[src/rtl/counter_nest.sv]
// Purpose : nested multi-level modulo counter emitting index tuples, optional lower-triangle walk.
// Latency : start -> first tuple valid next cycle; one tuple per cycle while out_ready is high.
// Backpr. : idx/out_valid held stable while out_ready is low; out_valid never depends on out_ready.
//
// Ports: clk/rst_n (async active-low); start/abort/tri_en/bounds control a sequence;
//        out_valid/out_ready/idx carry tuples; wrap/last decode the current tuple;
//        busy is high while running; done pulses one cycle after a sequence completes.
module counter_nest #(
    parameter int LEVELS  = 3,
    parameter int MAX_MOD = 16,
    localparam int IW     = $clog2(MAX_MOD),
    localparam int BW     = $clog2(MAX_MOD + 1)
) (
    input  logic                 clk,
    input  logic                 rst_n,
    input  logic                 start,
    input  logic                 abort,
    input  logic                 tri_en,
    input  logic [LEVELS*BW-1:0] bounds,
    output logic                 out_valid,
    input  logic                 out_ready,
    output logic [LEVELS*IW-1:0] idx,
    output logic [LEVELS-1:0]    wrap,
    output logic                 last,
    output logic                 busy,
    output logic                 done
);

    typedef enum logic {IDLE = 1'b0, RUN = 1'b1} state_t;

    // Level that drives the triangular inner bound; collapses to 0 when there is
    // only one level (triangular mode is then never enabled anyway).
    localparam int L1 = (LEVELS >= 2) ? 1 : 0;

    state_t                       state_q, state_d;
    logic [LEVELS-1:0][IW-1:0]    idx_q, idx_d;
    logic [LEVELS-1:0][BW-1:0]    bnd_q, bnd_d;
    logic                         tri_q, tri_d;
    logic                         vld_q, vld_d;
    logic                         done_q, done_d;

    logic [LEVELS-1:0][BW-1:0]    eb;
    logic [LEVELS-1:0]            at_last;
    logic [LEVELS-1:0]            wrap_c;
    logic [LEVELS:0]              carry;
    logic                         fire;
    logic                         tri_in;
    logic                         any_zero;

    assign fire   = vld_q & out_ready;
    assign tri_in = tri_en & (LEVELS >= 2);

    // Effective bounds and last-value decode, from registered state only.
    always_comb begin
        for (int k = 0; k < LEVELS; k++) begin
            eb[k] = bnd_q[k];
        end
        if (tri_q) begin
            eb[0] = BW'(idx_q[L1]) + BW'(1);
        end
        for (int k = 0; k < LEVELS; k++) begin
            at_last[k] = (BW'(idx_q[k]) == (eb[k] - BW'(1)));
        end
        wrap_c[0] = vld_q & at_last[0];
        for (int k = 1; k < LEVELS; k++) begin
            wrap_c[k] = wrap_c[k-1] & at_last[k];
        end
    end

    // Next-state logic.
    always_comb begin
        state_d  = state_q;
        idx_d    = idx_q;
        bnd_d    = bnd_q;
        tri_d    = tri_q;
        vld_d    = vld_q;
        done_d   = 1'b0;
        carry    = '0;
        carry[0] = fire;

        // In triangular mode the level-0 bound is replaced, so a zero there is harmless.
        any_zero = 1'b0;
        for (int k = 0; k < LEVELS; k++) begin
            if ((bounds[k*BW +: BW] == '0) && !((k == 0) && tri_in)) begin
                any_zero = 1'b1;
            end
        end

        case (state_q)
            IDLE: begin
                if (start && !abort) begin
                    bnd_d = bounds;
                    tri_d = tri_in;
                    idx_d = '0;
                    if (any_zero) begin
                        done_d = 1'b1;
                    end else begin
                        state_d = RUN;
                        vld_d   = 1'b1;
                    end
                end
            end
            RUN: begin
                if (abort) begin
                    state_d = IDLE;
                    idx_d   = '0;
                    vld_d   = 1'b0;
                end else if (fire) begin
                    if (wrap_c[LEVELS-1]) begin
                        state_d = IDLE;
                        idx_d   = '0;
                        vld_d   = 1'b0;
                        done_d  = 1'b1;
                    end else begin
                        // Ripple the increment upward through levels that are at their last value.
                        for (int k = 0; k < LEVELS; k++) begin
                            if (carry[k]) begin
                                if (at_last[k]) begin
                                    idx_d[k]   = '0;
                                    carry[k+1] = 1'b1;
                                end else begin
                                    idx_d[k] = idx_q[k] + IW'(1);
                                end
                            end
                        end
                    end
                end
            end
            default: begin
                state_d = IDLE;
                idx_d   = '0;
                vld_d   = 1'b0;
            end
        endcase
    end

    always_ff @(posedge clk or negedge rst_n) begin
        if (!rst_n) begin
            state_q <= IDLE;
            idx_q   <= '0;
            bnd_q   <= '0;
            tri_q   <= 1'b0;
            vld_q   <= 1'b0;
            done_q  <= 1'b0;
        end else begin
            state_q <= state_d;
            idx_q   <= idx_d;
            bnd_q   <= bnd_d;
            tri_q   <= tri_d;
            vld_q   <= vld_d;
            done_q  <= done_d;
        end
    end

    assign out_valid = vld_q;
    assign idx       = idx_q;
    assign wrap      = wrap_c;
    assign last      = wrap_c[LEVELS-1];
    assign busy      = (state_q == RUN);
    assign done      = done_q;

endmodule

[config.mk]
export PLATFORM = sky130hd
export DESIGN_NAME = counter_nest
export DESIGN_NICKNAME = d
export VERILOG_FILES = /design/src/rtl/counter_nest.sv
export SDC_FILE = /design/constraint.sdc
export NUM_CORES = 1
export LEC_CHECK = 0
export ABC_AREA = 1
export CAP_MARGIN = 20
export CORE_MARGIN = 4
export CORE_UTILIZATION = 38
export DETAILED_ROUTE_END_ITERATION = 7
export MAX_ROUTING_LAYER = met4
export PLACE_DENSITY = 0.61
export SLEW_MARGIN = 0
export SYNTH_ARGS = -nofsm -noshare
export SYNTH_HDL_FRONTEND = slang
export SYNTH_SLANG_ARGS = --single-unit
[constraint.sdc]
create_clock -name clk -period 4.9 [get_ports clk]
set_clock_uncertainty 0.05 [all_clocks]
set_input_delay 0.49 -clock clk [delete_from_list [all_inputs] [get_ports clk]]
set_output_delay 0.49 -clock clk [all_outputs]
set_load 0.01 [all_outputs]
==> results.cfg, run 1 <==
[run_status]
status = complete, no violations

[sta]
tns_ps = 0
rsz0062_at_grt = no
slew_violations = 0
slew_headroom = 0.5583
fin_crit_ps = 3412
worst-slew-pin-transition_ps = 654.3
hold_ws_ps = 447.0
final.period_utilization = 0.6964
hold_viol_final = 0
setup_viol = 0
fmax_ghz = 0.2931

[routing]
finalWirelength_mm = 4.336
drc = 0
wl_per_cell_um = 11.81
routed_via_density = 4.763
ant_nets = 0
dr.pass1.iters = 4
num_vias = 1748
drt-initial-drc-count = 49

[cts]
cts_buffers = 5
postCtsHoldBufs = 0
cts-resized-gates = 0
cts_tree = done
cts.sinks = 31
htree_levels = 2
cts.path.max_buffers = 2
postCtsSetupBuffers = 0
insertion_delay_ps = 280
clock-root-buffer = clkbuf_8
clk_pin_slew_worst_paths_ps = 70

[grt]
overflow = 0
grt_max_degree = 32
grt_use_total = 0.1550
grt_pass1_wl_mm = 7.479
antenna_found_initial = 0
grt_pass1_vias = 1634

[placement]
place.gp.congestion = 0.8677
dp_cells = 359
place_hpwl_mm = 3.380
io_buffer_count = 39

[pwr]
power_density_nw_per_um2 = 577.9
irDropWorstVdd_uv = 205.2
p_leak_uw = 0.001201

[floorplan]
rows = 25
ios = 40
core_um2 = 4880
dieArea_um2 = 6398
die_w_um = 79.99
fp.dieH_um = 79.99
start_util = 0.4036

[synthesis]
ys_seq_area_frac = 0.3939
synth_cell_types = 34
synth_nets = 282
synth-seq-cells = 31
yosys_warnings = 0
synth.area.top_cells = dfrtp_1, nand2_1, inv_1
syn_area_um2 = 1969
synth_top_area_share = 0.3939
syn_inst = 255
synth_area_leader_cell = dfrtp_1
syn_avg_cell_area_um2 = 7.723

[setup_path]
crit_fanout = 9
cp_common_cell = ha_1
cpPeakStageDelay_ps = 550
end_kind = output port
critPathSlowestCell = clkdlybuf4s50_1
worstPathRequired_ps = 4360
cp_cell_sequence = ha_1, inv_1, nand2_1, o21ai_1, ha_1, xnor2_1, nor2_1, nand3_2, nor2_4, nand4_2, nor2_2, clkdlybuf4s50_1
worst_setup_path_start_kind = register
crit_type = register to output port
crit_arrival_ps = 2870

[cells_and_area]
seqCellArea_um2 = 775.7
diodes = 0
area_growth_pct = 30.24
drive_above_1_share = 0.09333
fin_nets = 326
instances_no_fill = 367
fillers = 489
multiInputGateArea_um2 = 1032

[run]
max_cap_violations = 0

[worst_hold_path]
min_path_type = register to register
==> per-stage QoR <==
| stage | worst slack [ps] | cell area [um2] | total power (uW) | utilization |
|---|---|---|---|---|
| global route | 1210 | 2565 | 1627 | 0.5256 |
| finish | 1488 | 2565 | 1482 | 0.5256 |
| global placement | 1817 | 2432 | 1181 | 0.4985 |
| CTS | 1445 | 2565 | 1502 | 0.5256 |
| floorplan | 2239 | 1969 | 992.0 | - |
| detailed placement | 1751 | 2432 | 1193 | 0.4985 |
==> area by class of cell <==
| type | instances | area share |
|---|---|---|
| Clock buffer | 6 | 0.02829 |
| Clock inverter | 2 | 0.02341 |
| Inverter | 36 | 0.05268 |
| Multi-Input combinational cell | 184 | 0.4024 |
| Sequential cell | 31 | 0.3024 |
| Tap cell | 67 | 0.03268 |
| Timing Repair Buffer | 41 | 0.1580 |
==> sequential cells by signal (all words and copies together) (netlist names) <==
signal and count:
bnd_q 15, out_valid 1, idx 12, busy 1
tri_q 1, done 1
==> critical path, delay by kind of cell (launching register included) <==
| kind | cells | cell delay (ps) |
|---|---|---|
| AO/OA/AOI/OAI | 1 | 120 |
| XOR/XNOR | 1 | 130 |
| adder cells (fa/ha/maj) | 2 | 590 |
| buffers and inverters | 2 | 630 |
| flip-flops | 1 | 470 |
| AND/OR/NAND/NOR | 6 | 640 |
==> layer usage <==
layer	vias up	part of all wire	global-route usage	wire, um
met5	-	0	-	0
met4	0	0.015	0.06081	64
met3	6	0.043	0.03499	188
met1	796	0.48	0.1987	2087
met2	37	0.46	0.2376	1995
li1	909	-	-	-
==> synthesized netlist by cell type <==
library cell  count
buf_4             1
or2_0             1
dfrtp_1          31
nor2_1           13
nand4_2           1
nand3_1          17
o21ai_0          16
nor2_4            2
nand3b_1          2
o31ai_2           1
ha_1              6
and3_1            1
or3_1             1
nand2_2           6
a31oi_1           1
a21oi_1           4
xnor2_1           4
o21ai_2           2
o21bai_1          1
o311ai_0          1
clkbuf_1          2
xor2_1           12
nor3_1            3
nand2_1          66
a21o_1            1
nand4_1           4
buf_6             1
inv_1            36
nor4_1            2
nand3_2           3
nand2_4           3
o21ai_1           8
nor2_2            1
or2_1             1
==> where the power goes <==
group          switching [uW]  total, uW  internal, uW
combinational             417        729           313
sequential               98.5        449           350
clock                     101        304           203
==> path summary, 6_finish.rpt <==
check                          from  endpoint  slack (ps)  depth (start not counted)
hold reg to reg            bnd_q[2]  bnd_q[2]         450                          2
setup reg to reg             idx[4]    idx[5]        2490                         13
min in group asynchronous     rst_n    idx[7]         550                          2
max in group asynchronous     rst_n  bnd_q[0]        3950                          2
setup / recovery             idx[4]   wrap[2]        1490                         12
hold / removal             bnd_q[2]  bnd_q[2]         450                          2
==> cell usage in the layout, fill, tap and decap left out, types with 5 or more instances in the layout <==
| cell type | count |
|---|---|
| nand2_1 | 66 |
| ha_1 | 6 |
| xor2_1 | 12 |
| o21ai_0 | 16 |
| o21ai_1 | 8 |
| nor2_1 | 13 |
| inv_1 | 36 |
| nand2_2 | 6 |
| nand3_1 | 17 |
| clkdlybuf4s50_1 | 39 |
| clkbuf_8 | 5 |
| dfrtp_1 | 31 |
==> cell families after synthesis <==
kind of cell / after synthesis / share of synthesized area
flip-flops: 31 / 0.3939
AO/OA/AOI/OAI: 35 / 0.1017
XOR/XNOR: 16 / 0.07115
adder cells (fa/ha/maj): 6 / 0.03812
buffers and inverters: 40 / 0.08196
AND/OR/NAND/NOR: 127 / 0.3132
Note: power is estimated with default switching activity, not from simulation.
==> run 2, diff against run 1 <==
--- a/config.mk
+++ b/config.mk
@@ -11,7 +11,7 @@
 export CORE_UTILIZATION = 38
 export DETAILED_ROUTE_END_ITERATION = 7
 export MAX_ROUTING_LAYER = met4
-export PLACE_DENSITY = 0.61
+export PLACE_DENSITY = 0.63
 export SLEW_MARGIN = 0
 export SYNTH_ARGS = -nofsm -noshare
 export SYNTH_HDL_FRONTEND = slang
==> constraint.sdc (replaced) <==
create_clock -name clk -period 3.13 [get_ports clk]
set_clock_uncertainty 0.05 [all_clocks]
set_input_delay 0.313 -clock clk [delete_from_list [all_inputs] [get_ports clk]]
set_output_delay 0.313 -clock clk [all_outputs]
set_load 0.01 [all_outputs]
==> run 2 against run 1 <==
Critical path depth stayed put; wire length is 1.1% lower; setup slack worse by 1100 ps; sequential power is 53% higher; critical path type unchanged.
==> results.cfg, run 2 (same netlist as run 1, synthesis figures left out) <==
[sta]
setup_slack_ps = 386.5
fmax_ghz = 0.3645
setup_viol = 0
hold_viol_final = 0
rsz0062_at_grt = no
tns_ps = 0
worst-slew-pin-transition_ps = 558.1
slew_headroom = 0.6232
slew_violations = 0
fin_crit_ps = 2743
final.period_utilization = 0.8765

[floorplan]
rows = 25
die_w_um = 79.99
start_util = 0.4036
core_um2 = 4880
fp.dieH_um = 79.99
dieArea_um2 = 6398
ios = 40

[routing]
dr.pass1.iters = 4
routed_via_density = 4.626
finalWirelength_mm = 4.287
ant_nets = 0
drc = 0
num_vias = 1707
drt-initial-drc-count = 43
wl_per_cell_um = 11.62

[run]
max_cap_violations = 0

[cells_and_area]
largest_reg_flops = 15
fin_nets = 328
final_cell_mix = nand2_1, inv_1, clkdlybuf4s50_1, dfrtp_1, nand3_1
diodes = 0
drive_above_1_share = 0.09603
area_growth_pct = 28.91
layout_commonest_cell = nand2_1
fillers = 495
regMostFlops = bnd_q

[grt]
gr-usage-met1 = 0.1986
overflow = 0
grt_pass1_vias = 1631
busiest_layer = met2
met2_usage = 0.2368
grtUsageMet3 = 0.04063
antenna_found_initial = 0
grt_use_total = 0.1552
grt_max_degree = 32
grt_pass1_wl_mm = 7.472

[placement]
io_buffer_count = 39
dp_slack_ps = 310.5
place.gp.congestion = 0.8486
place_hpwl_mm = 3.303

[worst_hold_path]
min_path_type = input port to async pin

[cts]
cts.path.max_buffers = 2
clock-root-buffer = clkbuf_8
postCtsSetupBuffers = 0
cts.sinks = 31
postCtsHoldBufs = 0
cts_tree = done
cts_buffers = 5
insertion_delay_ps = 280
htree_levels = 2
clk_pin_slew_worst_paths_ps = 70

[pwr]
power_density_nw_per_um2 = 847.2
irDropWorstVdd_uv = 361.7
p_leak_uw = 0.001263
total_power_uw = 2151

[run_status]
status = complete, no violations

[setup_path]
worst_setup_path_start_kind = register
crit_fanout = 3
worstPathRequired_ps = 2770
crit_type = register to output port
end_kind = output port
crit_arrival_ps = 2380
## run 2: cell types whose count changed in the layout (fill, tap and decap cells not counted)
cell,previous run,this run
buf_4,2,4
clkbuf_1,1,2
bufinv_16,2,0
clkinv_2,0,1
dlymetal6s2s_1,0,4
clkdlybuf4s50_1,39,35
## run 2: final cells by class
cell class | instances | area [um2] | area share
clock inverter | 1 | 5.005 | 0.001971
inverter | 36 | 135.1 | 0.05323
tap | 67 | 83.83 | 0.03302
multi-input combinational | 184 | 1032 | 0.4066
clock buffer | 7 | 76.32 | 0.03006
timing repair buffer | 43 | 430.4 | 0.1695
sequential | 31 | 775.7 | 0.3056
## run 2: worst max-delay path, stage by stage, from the launching register on
cell            delay, ps
dfrtp_1               380
ha_1                  290
inv_1                  90
nand2_1                50
o21ai_1               110
ha_1                  270
xnor2_1               130
nor2_1                130
nand3_2               100
nor2_4                100
nand4_2               110
nor2_2                150
dlymetal6s2s_1        190
## run 2: worst paths after layout
path / cells after the start / end / slack (ps) / from
max: 12 / last / 390 / idx[4]
min: 2 / idx[8] / 370 / rst_n
max reg2reg: 14 / busy / 860 / idx[4]
min reg2reg: 2 / bnd_q[2] / 440 / bnd_q[2]
max in group asynchronous: 2 / idx[6] / 2360 / rst_n
min in group clk: 2 / bnd_q[2] / 440 / bnd_q[2]
## run 2: metrics by stage
stage | area (um2) | utilization | hold slack, ps | std cells
2_1_floorplan | 1969 | - | -32.59 | 255
3_3_place_gp | 2447 | 0.5015 | 427.5 | 361
3_5_place_dp | 2447 | 0.5015 | 429.3 | 361
4_1_cts | 2529 | 0.5182 | 383.2 | 369
5_1_grt | 2539 | 0.5203 | 401.7 | 369
6_report | 2539 | 0.5203 | 369.1 | 369
## run 2: power by group
part	leakage (uW)	total (uW)	switching [uW]	internal (uW)
logic	0.000820	1160	659	500
clock network	0.0000422	306	150	156
registers	0.000401	686	138	549
total	0.00126	2150	946	1200
## run 2: timing repair
action                                  4_1_cts  5_1_grt
resized for setup                             0        4
endpoints found under the setup margin        0        4
endpoints found under the hold margin         0        0
## run 2: metal layers
metal / share of wire / vias to the layer above
met3: 0.036 / 6
met2: 0.47 / 29
met4: 0.016 / 0
met5: 0 / -
met1: 0.48 / 764
li1: - / 908
